`config.mk`:
```
export PLATFORM = sky130hd
export DESIGN_NAME = fp_mul
export DESIGN_NICKNAME = d
export VERILOG_FILES = /design/src/rtl/fp_mul.sv
export SDC_FILE = /design/constraint.sdc
export NUM_CORES = 1
export LEC_CHECK = 0
export CAP_MARGIN = 20
export CORE_UTILIZATION = 40
export CTS_BUF_LIST = sky130_fd_sc_hd__clkbuf_2 sky130_fd_sc_hd__clkbuf_4 sky130_fd_sc_hd__clkbuf_8
export CTS_CLUSTER_DIAMETER = 60
export CTS_CLUSTER_SIZE = 16
export DETAILED_ROUTE_END_ITERATION = 8
export GPL_ROUTABILITY_DRIVEN = 1
export PLACE_DENSITY = 0.55
export SLEW_MARGIN = 5
export SYNTH_ARGS = -nofsm -noshare
export SYNTH_HDL_FRONTEND = slang
export SYNTH_SLANG_ARGS = --single-unit
export TNS_END_PERCENT = 50
```
`constraint.sdc`:
```
create_clock -name clk -period 3.3 [get_ports clk]
set_input_delay 0.33 -clock clk [delete_from_list [all_inputs] [get_ports clk]]
set_output_delay 0.33 -clock clk [all_outputs]
set_load 0.01 [all_outputs]
```
`src/rtl/fp_mul.sv`:
```
// fp_mul: iterative shift-add IEEE-754 binary32 multiplier with truncation and overflow flag
module fp_mul #(
  parameter int MAN_W = 23,
  parameter int EXP_W = 8,
  parameter int BIAS  = 127
) (
  input  logic        clk,
  input  logic        rst,
  input  logic [31:0] a_s,
  input  logic [31:0] b_s,
  output logic [31:0] c_out,
  output logic        overflow
);
  localparam int SW = MAN_W + 1;
  localparam int PW = 2 * SW;
  localparam int XW = EXP_W + 2;
  localparam logic signed [XW-1:0] BIAS_X = XW'(BIAS);
  localparam logic signed [XW-1:0] EMAX = XW'((1 << EXP_W) - 1);
  localparam logic signed [XW-1:0] EZERO = '0;
  localparam logic signed [XW-1:0] EONE = XW'(1);
  typedef enum logic [1:0] {LOAD, MUL, NORM, DONE} state_t;
  typedef enum logic [1:0] {SP_NONE, SP_ZERO, SP_INF, SP_NAN} spec_t;
  state_t state, state_n;
  spec_t spec, spec_n;
  logic [31:0] a_r, b_r;
  logic sign;
  logic signed [XW-1:0] exp_r, exp_n;
  logic [PW-1:0] mcand, acc;
  logic [SW-1:0] mplier;
  logic [4:0] cnt;
  logic [MAN_W-1:0] frac, fa, fb;
  logic [EXP_W-1:0] ea, eb;
  logic a_z, b_z, a_inf, b_inf, a_nan, b_nan, changed, ov_n;
  logic [31:0] inf_v, res_n;
  assign ea = a_s[MAN_W +: EXP_W];
  assign eb = b_s[MAN_W +: EXP_W];
  assign fa = a_s[MAN_W-1:0];
  assign fb = b_s[MAN_W-1:0];
  assign a_z = ~|ea;
  assign b_z = ~|eb;
  assign a_inf = &ea & ~|fa;
  assign b_inf = &eb & ~|fb;
  assign a_nan = &ea & |fa;
  assign b_nan = &eb & |fb;
  assign changed = (a_s != a_r) || (b_s != b_r);
  assign exp_n = $signed({2'b00, ea}) + $signed({2'b00, eb}) - BIAS_X;
  assign inf_v = {sign, {EXP_W{1'b1}}, {MAN_W{1'b0}}};
  always_comb begin
    state_n = (state != LOAD && changed) ? LOAD :
              state == LOAD ? MUL :
              state == MUL  ? (cnt == 5'(MAN_W) ? NORM : MUL) :
              state == NORM ? DONE : LOAD;
    spec_n = (a_nan || b_nan || (a_inf && b_z) || (b_inf && a_z)) ? SP_NAN :
             (a_inf || b_inf) ? SP_INF :
             (a_z || b_z) ? SP_ZERO : SP_NONE;
    ov_n = spec == SP_NONE && exp_r >= EMAX;
    res_n = spec == SP_NAN  ? 32'h7FC0_0000 :
            spec == SP_INF  ? inf_v :
            spec == SP_ZERO ? {sign, 31'b0} :
            exp_r >= EMAX   ? inf_v :
            exp_r <= EZERO  ? {sign, 31'b0} :
            {sign, exp_r[EXP_W-1:0], frac};
  end
  always_ff @(posedge clk) begin
    if (rst) begin
      state <= LOAD;
      spec <= SP_NONE;
      a_r <= '0;
      b_r <= '0;
      sign <= 1'b0;
      exp_r <= '0;
      mcand <= '0;
      mplier <= '0;
      acc <= '0;
      cnt <= '0;
      frac <= '0;
      c_out <= '0;
      overflow <= 1'b0;
    end else begin
      state <= state_n;
      case (state)
        LOAD: begin
          a_r <= a_s;
          b_r <= b_s;
          sign <= a_s[31] ^ b_s[31];
          exp_r <= exp_n;
          spec <= spec_n;
          mcand <= PW'({1'b1, fa});
          mplier <= {1'b1, fb};
          acc <= '0;
          cnt <= '0;
        end
        MUL: begin
          if (mplier[0]) acc <= acc + mcand;
          mcand <= mcand << 1;
          mplier <= mplier >> 1;
          cnt <= cnt + 5'd1;
        end
        NORM: begin
          if (acc[PW-1]) begin
            frac <= acc[PW-2 -: MAN_W];
            exp_r <= exp_r + EONE;
          end else begin
            frac <= acc[PW-3 -: MAN_W];
          end
        end
        DONE: begin
          // an operand change abandons this product, so the old result stays visible
          if (!changed) begin
            c_out <= res_n;
            overflow <= ov_n;
          end
        end
        default: ;
      endcase
    end
  end
endmodule

```
==> impl_metrics.tcl <==
set metrics [dict create \
    status "finished clean" \
    worst_hold_path_type "input port to flip-flop" \
    clk_pin_slew_worst_paths_ps 90 \
    clockRootBuffer "clkbuf_8" \
    p_switching_mw 2.070 \
    fin_crit_ps 2978 \
    ys_types 77 \
    clkPwrFrac 0.378 \
    hold_viol_final 0 \
    seq_area_frac_synth 0.3664 \
    nFillCells 3508 \
    clock-sinks 260 \
    worstPathMaxFanout 3 \
    period_share 0.9023 \
    synthesis.nets 1899 \
    crit_required_ps 3820 \
    hold_start "rst" \
    yosys_warnings 0 \
    setup_violations 0 \
    start_kind "flip-flop" \
    async_reset_ff_frac 0 \
    h-tree-depth 1 \
    grt_pass1_vias 11418 \
    initial_core_util 0.4093 \
    n_antenna_cell 0 \
    gp_routability_congestion 0.8533 \
    ys_ff_latch 260 \
    io_pins 99 \
    cts_buffer_depth 3 \
    met1_length_um 19760 \
    critPathKind "flip-flop to flip-flop" \
    worstMarginPinSlew_ps 1152 \
    pwr-share-comb 0.129 \
    top_layer_used "met4" \
    cts_made_buffers 31 \
    crit_start "mcand[0]" \
    peakVddDrop_uv 271.9 \
    grt_max_degree 236 \
    p_int_mw 4.715 \
    port_buffers 98 \
    fin_hold_ws_ps 93.32 \
    drc 0 \
    avgSynthCellArea_um2 8.045 \
    fmax_mhz 335.8 \
    grt_overflow 0 \
    power_density_nw_per_um2 414.3 \
    row_count 68 \
    cts_setup_buffers 0 \
    fin_setup_tns_ps 0 \
    cts-resized-gates 0 \
    antenna_found_initial 0 \
    syn2layout_area_growth_pct 15.29 \
    dp_hpwl_um 26610 \
    maxSlewViolCount 0 \
    syn-instance-count 1766 \
    crit_arrival_ps 3500 \
    final_nets 1953 \
    finalClockSkew_ps 23.62 \
    wl_met2_um 16040 \
    via_per_inst 5.404 \
    wl_per_cell_um 16.61 \
    wl_met3_um 1695 \
    seq_power_share 0.493 \
    cellLeakagePower_nw 6.728 \
    die_x_um 190.5 \
    tritoncts "built" \
    rsz0062_at_grt "false" \
    synth_edf_count 0 \
    coreArea_um2 34710 \
    reg2reg_from "mcand[0]" \
    drv_cap 0 \
    drive_above_1_share 0.08184 \
    track_usage 0.2085 \
    drt_iter0_drc 720 \
    fp.dieArea_um2 36280 \
    routed_wl_um 38200 \
    yosys_most_used_dff "dfxtp_1" \
    grt_pass1_wl_um 61820 \
    relSlewSlack 0.2319 \
    synth_area_um2 14210 \
    ctsHoldBuffers 0 \
    dr.pass1.iters 5 \
    die_y_um 190.5 \
    ant_nets 0 \
    num_vias 12429 \
    clk_latency_ps 620 \
    end_kind "flip-flop" \
    p_sw_frac 0.3051 \
]
synthesized netlist by cell type, drive strengths merged, types with 38 or more instances:
cell,count,share of area
dfxtp,260,0.37
nor2,244,0.065
a21oi,225,0.082
nand2,211,0.056
clkbuf,91,0.024
xor2,87,0.054
mux2i,69,0.049
ha,65,0.057
nand3,45,0.016
a211oi,40,0.021
o21ai,38,0.014
metrics by stage:
step	area, µm²	util	worst slack [ps]	instances	total power, mW
global placement	15670	0.4514	80.92	2242	4.287
finish	16380	0.4719	322.4	2300	6.786
detailed placement	15670	0.4514	82.83	2242	4.293
global route	16380	0.4719	16.36	2300	7.096
CTS	16380	0.4719	303.4	2300	6.870
floorplan	14210	-	584.5	1766	3.949
cell families after synthesis:
family	synth area share
buffers and inverters	0.04430
and+or+nand+nor	0.2044
DFF	0.3664
adders and majority gates	0.06006
xor gates and xnor gates	0.07028
muxes	0.04941
AOI/OAI and AO/OA	0.2052
routing by layer:
layer / track usage / vias up
met1: 0.3140 / 5841
met5: 0 / -
met4: 0.04369 / 0
li1: - / 6309
met3: 0.02668 / 48
met2: 0.3138 / 231
registers in the layout, summed over array words and instances (netlist names):
register / cells
cnt: 5
spec: 2
mcand: 48
overflow: 1
a_r: 32
exp_r: 10
c_out: 32
state: 2
sign: 1
frac: 23
mplier: 24
acc: 48
b_r: 32
final cells by class:
class | instances | area, µm² | area share
well taps | 455 | 569.3 | 0.03476
flip-flops and latches | 260 | 5213 | 0.3182
clock buffers | 33 | 454.2 | 0.02773
multi-input cells | 1352 | 8394 | 0.5125
clock inverters | 25 | 256.5 | 0.01566
repair buffers | 147 | 1388 | 0.08471
inverters | 28 | 105.1 | 0.006417
worst max-delay path, cell delays in order (launching register included):
cell and delay (ps):
dfxtp_1 340, ha_1 230, fa_1 420, a21oi_2 190
o211ai_2 150, o211a_1 260, o221ai_2 250, nor4_2 90
nor2_2 240, o21ai_2 120, a311oi_2 270, xnor2_1 90
a22o_1 220
layout by cell type (no fill, tap or decap), drive strengths merged, types with 11 or more instances in the layout:
cell	n
nand4	21
dfxtp	260
nand2b	28
a22oi	25
xor2	87
o21ai	38
nor2	244
o21bai	11
clkbuf	33
mux2i	69
ha	65
inv	38
nand3	45
and3	16
nor3	19
a22o	19
a211oi	40
a21oi	225
nor4	35
xnor2	27
buf	50
a21o	27
clkdlybuf4s50	97
nand2	211
nor2b	14
power by group through the flow:
stage	Clock (mW)	Sequential, mW	Combinational [mW]
3_5_place_dp	0	3.42	0.872
4_1_cts	2.64	3.35	0.878
3_3_place_gp	0	3.42	0.870
6_report	2.57	3.35	0.872
2_1_floorplan	0	3.39	0.563
5_1_grt	2.76	3.37	0.966
path summary, 6_finish.rpt:
path / to / slack [ps] / cells after the start
setup reg to reg: acc[46] / 320 / 12
hold reg to reg: a_r[21] / 470 / 2
hold / removal: c_out[24] / 90 / 3
setup / recovery: acc[46] / 320 / 12
No activity file was read; power rests on OpenSTA's default activity.
